===== src/rtl/if_fetch_pkg.sv =====
// Shared definitions for the byte-serial instruction fetch unit:
// FSM encoding, datapath widths and stall-vector bit positions.
package if_fetch_pkg;

  localparam int ADDR_W   = 32;
  localparam int INST_W   = 32;
  localparam int STALL_W  = 6;
  localparam int STALL_IF = 1;

  typedef enum logic [2:0] {
    IDLE = 3'd0,
    RD0  = 3'd1,
    RD1  = 3'd2,
    RD2  = 3'd3,
    RD3  = 3'd4,
    DONE = 3'd5
  } fetch_state_t;

  // Byte offset from fetch_pc that a read state puts on the memory bus.
  function automatic logic [1:0] rd_offset(input fetch_state_t s);
    case (s)
      RD1:     return 2'd1;
      RD2:     return 2'd2;
      RD3:     return 2'd3;
      default: return 2'd0;
    endcase
  endfunction

endpackage


===== src/rtl/inst_assembler.sv =====
// Collects returned bytes into a little-endian 32-bit word; the word output already
// includes the byte being written this cycle. Cleared on flush; no backpressure of its own.
module inst_assembler
  import if_fetch_pkg::*;
(
  input  logic              clk,
  input  logic              rst_n,
  input  logic              clr,
  input  logic              we,
  input  logic [1:0]        idx,
  input  logic [7:0]        din,
  output logic [INST_W-1:0] word
);

  logic [INST_W-1:0] byte_q;

  always_comb begin
    word = byte_q;
    if (we) word[{idx, 3'b000} +: 8] = din;
  end

  always_ff @(posedge clk or negedge rst_n) begin
    if (!rst_n)     byte_q <= '0;
    else if (clr)   byte_q <= '0;
    else if (we)    byte_q <= word;
  end

endmodule


===== src/rtl/if_fetch.sv =====
// Fetches a 32-bit instruction as four byte reads; 6 cycles from acceptance to if_valid_o.
// rdy_in low freezes everything; stall[1] holds DONE and the if_* outputs; branch flushes.
module if_fetch
  import if_fetch_pkg::*;
(
  input  logic               clk_in,
  input  logic               rst_in,
  input  logic               rdy_in,
  input  logic [STALL_W-1:0] stall,
  input  logic [ADDR_W-1:0]  pc_in,
  input  logic               branch_flag_in,
  input  logic [7:0]         mem_din_i,
  output logic [ADDR_W-1:0]  mem_addr_o,
  output logic               mem_rd_o,
  output logic               stallreq_o,
  output logic [ADDR_W-1:0]  if_pc_o,
  output logic [INST_W-1:0]  if_inst_o,
  output logic               if_valid_o
);

  fetch_state_t      state, state_nxt;
  logic [ADDR_W-1:0] fetch_pc;
  logic              cap_we, cap_clr;
  logic [1:0]        cap_idx;
  logic [INST_W-1:0] word;
  logic              unused_stall;

  assign unused_stall = ^{stall[STALL_W-1:STALL_IF+1], stall[STALL_IF-1:0]};
  assign cap_clr      = rdy_in && branch_flag_in;

  always_ff @(posedge clk_in or negedge rst_in) begin
    if (!rst_in)     state <= IDLE;
    else if (rdy_in) state <= state_nxt;
  end

  // Byte k-1 arrives while RDk drives address k; byte 3 arrives in DONE.
  always_comb begin
    state_nxt  = state;
    cap_we     = 1'b0;
    cap_idx    = 2'd0;
    mem_rd_o   = 1'b0;
    mem_addr_o = '0;
    stallreq_o = 1'b0;
    case (state)
      IDLE:    state_nxt = RD0;
      RD0:     state_nxt = RD1;
      RD1:     begin state_nxt = RD2; cap_we = 1'b1; cap_idx = 2'd0; end
      RD2:     begin state_nxt = RD3; cap_we = 1'b1; cap_idx = 2'd1; end
      RD3:     begin state_nxt = DONE; cap_we = 1'b1; cap_idx = 2'd2; end
      DONE:    begin
                 state_nxt = stall[STALL_IF] ? DONE : IDLE;
                 cap_we    = 1'b1;
                 cap_idx   = 2'd3;
               end
      default: state_nxt = IDLE;
    endcase
    if (branch_flag_in) begin
      state_nxt = IDLE;
      cap_we    = 1'b0;
    end
    cap_we = cap_we && rdy_in;
    if (state inside {RD0, RD1, RD2, RD3}) begin
      stallreq_o = 1'b1;
      mem_rd_o   = rdy_in;
      mem_addr_o = fetch_pc + ADDR_W'(rd_offset(state));
    end
  end

  always_ff @(posedge clk_in or negedge rst_in) begin
    if (!rst_in) begin
      fetch_pc   <= '0;
      if_pc_o    <= '0;
      if_inst_o  <= '0;
      if_valid_o <= 1'b0;
    end else if (rdy_in) begin
      if (state == IDLE && !branch_flag_in) fetch_pc <= pc_in;
      if (branch_flag_in) begin
        if_valid_o <= 1'b0;
        if_inst_o  <= '0;
      end else if (!stall[STALL_IF]) begin
        if (state == DONE) begin
          if_pc_o    <= fetch_pc;
          if_inst_o  <= word;
          if_valid_o <= 1'b1;
        end else begin
          if_valid_o <= 1'b0;
        end
      end
    end
  end

  inst_assembler u_asm (
    .clk   (clk_in),
    .rst_n (rst_in),
    .clr   (cap_clr),
    .we    (cap_we),
    .idx   (cap_idx),
    .din   (mem_din_i),
    .word  (word)
  );

endmodule


===== config.mk =====
export PLATFORM = sky130hd
export DESIGN_NAME = if_fetch
export DESIGN_NICKNAME = d
export VERILOG_FILES = /design/src/rtl/if_fetch_pkg.sv /design/src/rtl/inst_assembler.sv /design/src/rtl/if_fetch.sv
export SDC_FILE = /design/constraint.sdc
export NUM_CORES = 1
export LEC_CHECK = 0
export BUFFER_PORTS_ARGS = -buffer_cell sky130_fd_sc_hd__buf_2
export CORE_UTILIZATION = 51
export DETAILED_ROUTE_END_ITERATION = 16
export PLACE_DENSITY = 0.88
export SYNTH_ARGS = -nofsm -noshare
export SYNTH_HDL_FRONTEND = slang
export SYNTH_SLANG_ARGS = --single-unit

===== constraint.sdc =====
create_clock -name clk_in -period 3.8 [get_ports clk_in]
set_input_delay 0.19 -clock clk_in [delete_from_list [all_inputs] [get_ports clk_in]]
set_output_delay 0.19 -clock clk_in [all_outputs]
set_load 0.005 [all_outputs]

==> summary.md <==
| Metric | Value |
|---|---|
| Worst Skew | 0.0105 ns |
| Fin crit share | 94.1% |
| DR vias | 4889 |
| DRC | 0 |
| Height of the chip | 110 µm |
| Grt ovf | 0 |
| Yosys reg bits | 132 |
| Gpl congestion | 0.840 |
| Reg2reg start | state[1]$_DFFE_PN0P_ |
| Hold Vio Cnt, Final | 0 |
| Main flop type after synthesis | dfrtp_1 |
| Seq/Total Area, Yosys | 55.1% |
| Crit path buf inv count | 1 |
| Slew at the pin closest to its max-slew limit | 1.23 ns |
| Worst Hold End | fetch_pc[13]$_DFFE_PN0P_ |
| Synth Warn # | 0 |
| Synth Area per Inst | 11.9 µm² |
| Worst Hold Launch | pc_in[13] |
| Critical setup path kind | reg -> out |
| Register area | 0.00330 mm² |
| WP data arrival | 3.39 ns |
| First-pass GRT wire length | 25.0 mm |
| Synth top area cells | dfrtp_1 (55%), mux2_2 (11%), a22o_1 (7.2%) |
| Root Driver | clkbuf_16 |
| Postcts setup bufs | 0 |
| Layout net count | 722 |
| Status | complete, no violations |
| Clock Latency Late Sink | 0.42 ns |
| Pre-Repair DR Iteration Count | 6 |
| Vias per std cell | 5.99 |
| Die span in x | 110 µm |
| ANT cells | 0 |
| Yosys cell types | 41 |
| RR Endpoint | if_inst_o[18]$_DFFE_PN0P_ |
| Overall power | 4.61 mW |
| Largest net degree at the start of global routing | 78 |
| Layout cells sized above 1 | 36.7% |
| Die area | 0.0122 mm² |
| DRT iter0 DRCs | 279 |
| Maximum VDD drop | 0.462 mV |
| Crit end category | primary output |
| # rows | 39 |
| Max Fanout on Critical Path | 17 |
| Worst path max stage delay | 0.69 ns |
| Pwr per Cell Area | 610 mW/mm² |
| Starting Density | 52.5% |
| Cell depth of the worst flop-to-flop path | 4 |
| Sink Count | 132 |
| Core Region | 0.0114 mm² |
| Worst hold path class | in -> reg |
| Slowest CP cell | or4_4 |
| Initial antenna violation count | 0 |
| Achievable Freq | 280 MHz |
| Post-Syn Nets | 562 |
| Num CTS Buffers | 17 |
| Cell family with most CP delay | simple AND/OR/NAND/NOR gates |
| Overall routing resource usage | 25.9% |
| Area grow syn2layout | 25.8% |
| Most frequent cell after synthesis | dfrtp_1 |
| Critical path data required time | 3.61 ns |
| Ports | 149 |
| Levels on crit path | 9 |
| Finish-stage setup viols | 0 |
| Post-synth EDFFs | 0 |
| Final min period | 3.58 ns |
| Syn Inst Count | 504 |
| Worst rel slew slack | 17.8% |
| CTS tree | yes |
| Multi-input gate area | 0.00254 mm² |
| Post-Syn Area | 0.00600 mm² |
| Synth top area share | 55.1% |
| RSZ-0062 raised after global routing | false |
| Setup TNS Final | 0 ns |
| Clock Path Buffers | 2 |
| Crit path launch type | flop |
| IO buf count | 143 |
| Clk pin slew, worst setup/hold paths | 0.06 ns |
| Max-slew violation count | 0 |
| Routed len/inst | 18.7 µm |
| Async set-or-reset flop fraction in the synthesized netlist | 100% |
| DPL Wire Length | 10.2 mm |
| R2r setup slk | 1.07 ns |
| Top cells by count, synth | dfrtp_1 (132), mux2_2 (61), a22o_1 (49) |
| Final wirelength | 15.3 mm |
| H-Tree Depth | 4 |
| Area leader, netlist | dfrtp_1 |
| Placed cell area | 0.00686 mm² |
| Final ANT Viol Nets | 0 |
| Crit path cell chain | nor2_1, nand2_1, o21ai_0, fa_1, nand3_2, or4_4, or4_1, a21oi_1, buf_2 |
| Max-Cap Viols | 0 |
| WHS Path Cells | 2 |
| Leak | 3.73 nW |
| Post-route cell area | 0.00755 mm² |
| Vias in the first global route | 5002 |
| Fill count | 854 |
worst reg2reg max path: stages (launching register included):
cell	delay (ns)
dfrtp_1	0.48
nand2b_1	0.33
or3_2	0.93
a21oi_1	0.68
a22o_1	0.24
logic make-up after synthesis:
| logic type | synth area share (%) |
|---|---|
| simple gates | 10.3 |
| mux | 11.4 |
| xor+xnor | 1.75 |
| buf+inv | 2.90 |
| flops | 55.1 |
| fa+ha+maj | 1.79 |
| compound gates | 16.7 |
cell type report:
class	count	area share, %
Clock inverter	7	0.829
Inverter	17	0.845
Timing Repair Buffer	167	12.7
Sequential cell	132	43.8
Tap cell	143	2.37
Clock buffer	21	5.83
Multi-Input combinational cell	329	33.7
layout by cell type (no fill, tap or decap), drive strengths merged, types with 8 or more instances in the layout:
master       instances
a22oi               16
mux2                61
nor2                16
nand2               18
or4                 16
inv                 17
dfrtp              132
a21oi               27
a22o                49
nand3               12
buf                149
or3                  8
o21ai               30
dlygate4sd3         18
xnor2               10
o31ai               15
clkbuf              21
through the flow:
stage	setup slack [ns]	cells	hold slack (ns)	utilization, %
floorplan	0.956	504	-0.106	-
global placement	0.517	770	0.267	60.0
detailed placement	0.430	770	0.290	60.0
CTS	0.103	816	0.0000254	66.1
global route	0.0317	816	0.00124	66.1
finish	0.225	816	0.0113	66.1
worst max-delay path by stage:
stage	from	endpoint	slack, ns
2_1_floorplan	state[0]$_DFFE_PN0P_	mem_addr_o[22]	0.96
3_3_place_gp	state[2]$_DFFE_PN0P_	mem_addr_o[22]	0.52
3_5_place_dp	state[2]$_DFFE_PN0P_	mem_addr_o[22]	0.43
4_1_cts	state[1]$_DFFE_PN0P_	mem_addr_o[31]	0.10
5_1_grt	state[2]$_DFFE_PN0P_	mem_addr_o[22]	0.03
6_report	state[1]$_DFFE_PN0P_	mem_addr_o[22]	0.22
flip-flops by register name, indices dropped and copies added, names as in the netlist:
signal,flops
if_pc_o,32
if_inst_o,32
if_valid_o,1
u_asm.byte_q,32
state,3
fetch_pc,32
per-layer routing:
layer  GRT usage [%]  part of all wire (%)  vias up
met4            9.33                   1.8        0
met5               0                     0        -
li1                -                     -     2217
met1            31.9                    41     2447
met3            8.62                   7.1       26
met2            42.5                    50      199
power by group:
part / total, mW / internal (mW) / switching [mW]
combinational: 1.15 / 0.576 / 0.578
sequential: 2.01 / 1.66 / 0.357
clock: 1.44 / 0.876 / 0.562
total: 4.61 / 3.11 / 1.50
timing repair:
action / CTS / global route
hold buffers: 18 / 0
setup endpoints to repair: 5 / 8
pin swaps: 0 / 0
resized for setup: 1 / 2
endpoints found under the hold margin: 72 / 0
(Power assumes the default switching activity.)
